### config.mk
export PLATFORM = sky130hd
export DESIGN_NAME = exp_preprocess_pipe
export DESIGN_NICKNAME = d
export VERILOG_FILES = /design/src/rtl/exp_preprocess_pipe.sv
export SDC_FILE = /design/constraint.sdc
export NUM_CORES = 2
export LEC_CHECK = 0
export CORE_MARGIN = 8
export CORE_UTILIZATION = 57
export DETAILED_ROUTE_END_ITERATION = 16
export GPL_ROUTABILITY_DRIVEN = 0
export PLACE_DENSITY_LB_ADDON = 0.08
export SKIP_CTS_REPAIR_TIMING = 1
export SKIP_LAST_GASP = 1
export SLEW_MARGIN = 20
export SYNTH_ARGS = -nofsm -noshare
export SYNTH_HDL_FRONTEND = slang
export SYNTH_SLANG_ARGS = --single-unit
export TNS_END_PERCENT = 5
### constraint.sdc
create_clock -name clk -period 10.1 [get_ports clk]
set_clock_uncertainty 0.1 [all_clocks]
set_input_delay 3.03 -clock clk [delete_from_list [all_inputs] [get_ports clk]]
set_output_delay 3.03 -clock clk [all_outputs]
set_load 0.05 [all_outputs]
### src/rtl/exp_preprocess_pipe.sv
// -----------------------------------------------------------------------------
// exp_preprocess_pipe
//
// Multi-lane exponent pre-processor for the softmax exp path. Per lane it forms
// (Xi - lnF) * log2(e) in signed fixed point and splits the product into an
// integer exponent u (floor) and a fraction v in [0, 1) for the 2^v / shift
// stages downstream.
//
// Pipeline: three register stages sharing one valid/ready handshake.
//   S1 : a = sext(xi) << FRAC_W - (in_stage4 ? zext(lnF) : 0)
//   S2 : p = a * log2(e), built from arithmetic shifts (truncation to -inf)
//   S3 : floor split, saturation to DATA_W and the underflow (zero) flag
// A stall (out_valid && !out_ready) freezes every stage. Bubbles are kept.
//
// Ports:
//   clk, rst              clock, synchronous active-high reset
//   lnf_load, lnf_in      load the held lnF register (unsigned, FRAC_W frac)
//   in_valid, in_ready    input handshake; in_ready depends on out_ready
//   in_stage4             1: subtract lnF, 0: subtract nothing
//   xi                    LANES signed integers, lane i at [i*DATA_W +: DATA_W]
//   out_valid, out_ready  output handshake
//   u, v                  per-lane saturated floor exponent and fraction
//   zero, sat             per-lane underflow and saturation flags
// -----------------------------------------------------------------------------
module exp_preprocess_pipe #(
  parameter int DATA_W     = 32,
  parameter int FRAC_W     = 10,
  parameter int LANES      = 4,
  parameter int LOG2E_MODE = 0,
  parameter int MIN_EXP    = -32
) (
  input  logic                    clk,
  input  logic                    rst,
  input  logic                    lnf_load,
  input  logic [DATA_W-1:0]       lnf_in,
  input  logic                    in_valid,
  output logic                    in_ready,
  input  logic                    in_stage4,
  input  logic [LANES*DATA_W-1:0] xi,
  output logic                    out_valid,
  input  logic                    out_ready,
  output logic [LANES*DATA_W-1:0] u,
  output logic [LANES*FRAC_W-1:0] v,
  output logic [LANES-1:0]        zero,
  output logic [LANES-1:0]        sat
);

  // Internal datapath width: DATA_W integer bits, FRAC_W fraction bits, plus
  // headroom for the lnF subtraction and the ~1.44x gain of the multiply.
  localparam int W    = DATA_W + FRAC_W + 2;
  localparam int UI_W = W - FRAC_W;

  // Representable range of u, expressed at the width of the raw integer part.
  localparam logic signed [UI_W-1:0] UI_MAX =
    {{(UI_W-DATA_W+1){1'b0}}, {(DATA_W-1){1'b1}}};
  localparam logic signed [UI_W-1:0] UI_MIN =
    {{(UI_W-DATA_W+1){1'b1}}, {(DATA_W-1){1'b0}}};
  localparam logic signed [UI_W-1:0] MIN_EXP_W = UI_W'(MIN_EXP);

  logic                    adv_s;
  logic [DATA_W-1:0]       lnf_r;
  logic                    s1_v_r;
  logic                    s2_v_r;
  logic                    s3_v_r;

  logic signed [W-1:0]     lnf_ext_s;
  logic signed [W-1:0]     xi_ext_s  [LANES];
  logic signed [W-1:0]     a_s       [LANES];
  logic signed [W-1:0]     s1_a_r    [LANES];
  logic signed [W-1:0]     corr_s    [LANES];
  logic signed [W-1:0]     p_s       [LANES];
  logic signed [W-1:0]     s2_p_r    [LANES];
  logic signed [UI_W-1:0]  ui_s      [LANES];
  logic [DATA_W-1:0]       u_s       [LANES];
  logic [FRAC_W-1:0]       v_s       [LANES];
  logic [LANES-1:0]        zero_s;
  logic [LANES-1:0]        sat_s;

  logic [LANES*DATA_W-1:0] u_r;
  logic [LANES*FRAC_W-1:0] v_r;
  logic [LANES-1:0]        zero_r;
  logic [LANES-1:0]        sat_r;

  // The whole pipe moves together; it only stops when a result is waiting.
  assign adv_s     = !s3_v_r || out_ready;
  assign in_ready  = adv_s;
  assign out_valid = s3_v_r;
  assign u         = u_r;
  assign v         = v_r;
  assign zero      = zero_r;
  assign sat       = sat_r;

  // S1 combinational: align xi to the fixed-point grid and remove lnF.
  always_comb begin
    lnf_ext_s = $signed({{(W-DATA_W){1'b0}}, lnf_r});
    xi_ext_s  = '{default: {W{1'b0}}};
    a_s       = '{default: {W{1'b0}}};
    for (int i = 0; i < LANES; i++) begin
      xi_ext_s[i] = W'($signed(xi[i*DATA_W +: DATA_W]));
      if (in_stage4) begin
        a_s[i] = (xi_ext_s[i] <<< FRAC_W) - lnf_ext_s;
      end else begin
        a_s[i] = xi_ext_s[i] <<< FRAC_W;
      end
    end
  end

  // S2 combinational: shift-add multiply by log2(e); each term floors.
  always_comb begin
    corr_s = '{default: {W{1'b0}}};
    p_s    = '{default: {W{1'b0}}};
    for (int i = 0; i < LANES; i++) begin
      if (LOG2E_MODE != 0) begin
        corr_s[i] = (s1_a_r[i] >>> 8) + (s1_a_r[i] >>> 10);
      end else begin
        corr_s[i] = {W{1'b0}};
      end
      p_s[i] = s1_a_r[i] + (s1_a_r[i] >>> 1) - (s1_a_r[i] >>> 4) + corr_s[i];
    end
  end

  // S3 combinational: floor split, saturation and underflow detection.
  always_comb begin
    ui_s   = '{default: {UI_W{1'b0}}};
    u_s    = '{default: {DATA_W{1'b0}}};
    v_s    = '{default: {FRAC_W{1'b0}}};
    zero_s = {LANES{1'b0}};
    sat_s  = {LANES{1'b0}};
    for (int i = 0; i < LANES; i++) begin
      // Taking the upper bits of a two's complement value is already a floor.
      ui_s[i]   = s2_p_r[i][W-1:FRAC_W];
      // Underflow is judged before clamping so very negative inputs still flag.
      zero_s[i] = (ui_s[i] < MIN_EXP_W);
      if (ui_s[i] > UI_MAX) begin
        u_s[i]   = {1'b0, {(DATA_W-1){1'b1}}};
        v_s[i]   = {FRAC_W{1'b1}};
        sat_s[i] = 1'b1;
      end else if (ui_s[i] < UI_MIN) begin
        u_s[i]   = {1'b1, {(DATA_W-1){1'b0}}};
        v_s[i]   = {FRAC_W{1'b0}};
        sat_s[i] = 1'b1;
      end else begin
        u_s[i]   = ui_s[i][DATA_W-1:0];
        v_s[i]   = s2_p_r[i][FRAC_W-1:0];
        sat_s[i] = 1'b0;
      end
    end
  end

  // Held lnF register; a load only affects beats accepted after it.
  always_ff @(posedge clk) begin
    if (rst) begin
      lnf_r <= {DATA_W{1'b0}};
    end else if (lnf_load) begin
      lnf_r <= lnf_in;
    end else begin
      lnf_r <= lnf_r;
    end
  end

  // Pipeline registers: valid bits, stage data and the registered outputs.
  always_ff @(posedge clk) begin
    if (rst) begin
      s1_v_r <= 1'b0;
      s2_v_r <= 1'b0;
      s3_v_r <= 1'b0;
      s1_a_r <= '{default: {W{1'b0}}};
      s2_p_r <= '{default: {W{1'b0}}};
      u_r    <= {(LANES*DATA_W){1'b0}};
      v_r    <= {(LANES*FRAC_W){1'b0}};
      zero_r <= {LANES{1'b0}};
      sat_r  <= {LANES{1'b0}};
    end else if (adv_s) begin
      s1_v_r <= in_valid;
      s2_v_r <= s1_v_r;
      s3_v_r <= s2_v_r;
      s1_a_r <= a_s;
      s2_p_r <= p_s;
      for (int i = 0; i < LANES; i++) begin
        u_r[i*DATA_W +: DATA_W] <= u_s[i];
        v_r[i*FRAC_W +: FRAC_W] <= v_s[i];
      end
      zero_r <= zero_s;
      sat_r  <= sat_s;
    end else begin
      s1_v_r <= s1_v_r;
      s2_v_r <= s2_v_r;
      s3_v_r <= s3_v_r;
    end
  end

endmodule

==> summary.txt <==
Status
  • Outcome: finished, final reports clean

Clock network
  • Clock sinks: 511
  • CTS Buf Count: 56
  • CTS H-Tree Depth: 2
  • Worst-path clk slew: 0.06 ns
  • Root Buffer: clkbuf_16
  • CTS Buffer Depth: 3
  • Worst-Skew Late Latency: 0.62 ns
  • CTS tree: yes

Floorplanning
  • Initial Util: about 57%
  • I/O Pins: 344
  • Row count: 93
  • Die area: 72,900 um^2
  • Core ar.: between 60,000 and 70,000 um^2
  • Die H: 270 um
  • Die W: around 270 um

Final layout
  • NumNets Final: 5,456
  • Commonest non-fill, non-tap cell in the layout: inv_1
  • Final core utilization: 66.8%
  • Final std cells w/o fill: roughly 5.8k
  • Area grow syn2layout: 16.3%
  • Layout cells sized above 1: 3.78%
  • Fin area: 42,800 um^2
  • Most frequent cells in the layout: inv_1, dfxtp_1, a21oi_1, nor2_1, nand2_1

STA
  • RSZ-0062 raised after global routing: no
  • Final setup viols: 0
  • Crit share post-route: roughly 80%
  • Max_slew headroom: 11.1%
  • Max frequency: 123 MHz
  • Final hold vios: 0
  • Min Tclk post-route: between 8 and 9 ns
  • Total negative setup slack: 0 ns
  • Max-slew violations: 0
  • Worst-margin pin slew: between 1 and 1.5 ns

Synth
  • Avg Synthesized Cell Area: between 7 and 8 um^2
  • Post-synth EDFFs: 0
  • #FFs+latches synth: 511
  • Ys flop type: dfxtp_1
  • Post-Syn Instances: between 4k and 5k
  • Yosys cell types: 94
  • Mapped Nets: 5,252
  • Sequential fraction of the synthesis area: 27.8%
  • Synthesis Warnings: 0
  • Synth Cell Area: between 30,000 and 40,000 um^2
  • Post-synth ARST share: 0%

Critical path
  • Critical path fanouts, max: 124
  • WP data arrival: 5.01 ns
  • Worst setup path category: input pin to output pin
  • Reg2reg end: s2_p_r[75]$_SDFFE_PP0P_
  • Crit path capture type: output pin
  • Reg2reg path depth: 12
  • Startpoint Class: input pin
  • Crit Reg-Reg Startpoint: s1_a_r[141]$_SDFFE_PP0P_
  • FF-to-FF setup slack: slightly above 5 ns
  • CP required: 6.97 ns

Power and ir drop
  • Sw Share: roughly 44%
  • Internal power: a little under 6 mW
  • Sequential power share: around 28%
  • Worst VDD drop: roughly 0.00016 V
  • PD cells: 245 nW/um^2
  • Comb pwr share: just over 50%
  • Power, Total: about 10 mW
  • Leakage power: 18.8 nW
  • Sw power: 4.62 mW
  • Clock power frac: 21.3%

Placement
  • Port buffer count: 343
  • DPL Wire Length: 87,200 um
  • Total placed cells including tap cells: 5,700
  • DP Area: 40,700 um^2

Route
  • Wirelength, routed: 115,000 um
  • Drt pass-1 iters: 5
  • Residual DRC count: 0
  • DRT iter0 DRCs: 3,015
  • DRT antenna net count: 0
  • Vias per Instance: 5.96
  • Routed len/inst: a little under 20 um
  • DR vias: about 35k

Global route
  • Vias in the first global route: 32.7k
  • Initial antenna violation count: 9
  • GRT Residual Overflow: 0
  • Largest net degree at the start of global routing: 147
  • First-pass GRT wire length: about 180,000 um
  • Total track usage: 30.4%

Worst hold path
  • Worst Hold End: u[95]$_SDFFE_PP0P_
  • Hold_sp: u[95]$_SDFFE_PP0P_
  • Worst Hold Class: flop to flop
  • Worst Hold Path Cells: 2

Job
  • Maxcap violations: 0
==> Yosys cell counts (35+ instances only) <==
cell,instances,area (um^2)
nor2_1,434,1630
or3_1,35,219
o21ai_0,317,1590
nand3_1,63,315
ha_1,240,3000
clkbuf_1,196,736
nand2_1,389,1460
nor3_1,120,601
dfxtp_1,511,10200
fa_1,146,2920
xnor2_1,135,1180
mux2i_1,72,721
a21oi_1,469,2350
a21o_1,156,1170
a31oi_1,39,244
inv_1,521,1960
nand2b_1,37,231
nand4_1,67,419
a211oi_1,96,721
o21bai_1,35,263
xor2_1,99,867
==> routing by layer <==
metal	vias up	global-route usage, %	share of wire (%)
met4	4	9.63	3.3
li1	16784	-	-
met5	-	0	0.023
met1	16418	42.5	45
met3	191	4.66	7.5
met2	1261	47.7	44
==> critical path, stage by stage <==
cell and delay (ns):
clkdlybuf4s50_1 0.50, nor2b_4 0.07, inv_8 0.47, clkdlybuf4s50_1 0.93
==> worst max-delay path by stage <==
| stage | from | to | cells after the start |
|---|---|---|---|
| CTS | out_ready | in_ready | 4 |
| global placement | out_ready | in_ready | 4 |
| global route | out_ready | in_ready | 4 |
| detailed placement | out_ready | in_ready | 4 |
| floorplan | out_ready | in_ready | 5 |
| finish | out_ready | in_ready | 4 |
==> state kept, by name, summed over array words and instances (netlist names) <==
name       flops
lnf_r         32
out_valid      1
s1_a_r       142
s1_v_r         1
s2_p_r       158
s2_v_r         1
sat            4
u            128
v             40
zero           4
==> through the flow <==
| stage | hold WS [ns] | setup slack, ns |
|---|---|---|
| after detailed placement | 0.344 | 1.94 |
| after global placement | 0.340 | 1.94 |
| final | 0.350 | 1.96 |
| after global routing | 0.366 | 1.86 |
| after CTS | 0.352 | 1.94 |
| after floorplan | 0.327 | 2.79 |
==> area by class of cell <==
type,count,area [um^2]
sequential,511,10200
tap,855,1070
multi-input combinational,3443,23800
fill,5595,21300
inverter,523,1970
clock inverter,26,399
antenna,8,20.0
timing repair buffer,369,3660
clock buffer,76,1640
==> cell families (layout without fill, tap and decap cells) <==
kind of cell / after synthesis / in the layout / share of synthesized area, %
flip-flops: 511 / 511 / 27.8
multiplexers: 72 / 72 / 1.96
XOR/XNOR: 234 / 234 / 5.57
AND/OR/NAND/NOR: 1316 / 1316 / 16.5
other: 0 / 8 / 0
buffers and inverters: 746 / 994 / 7.61
adder cells (fa/ha/maj): 389 / 389 / 16.2
AO/OA/AOI/OAI: 1432 / 1432 / 24.4
==> power by group through the flow <==
stage | sequential, mW | combinational, mW | clock, mW
after global placement | 2.98 | 5.13 | 0
after floorplan | 3.48 | 3.11 | 0
after global routing | 3.01 | 5.77 | 2.34
after CTS | 2.95 | 5.22 | 2.27
after detailed placement | 2.99 | 5.18 | 0
final | 2.96 | 5.30 | 2.24
Power figures use the tool's default switching activity.
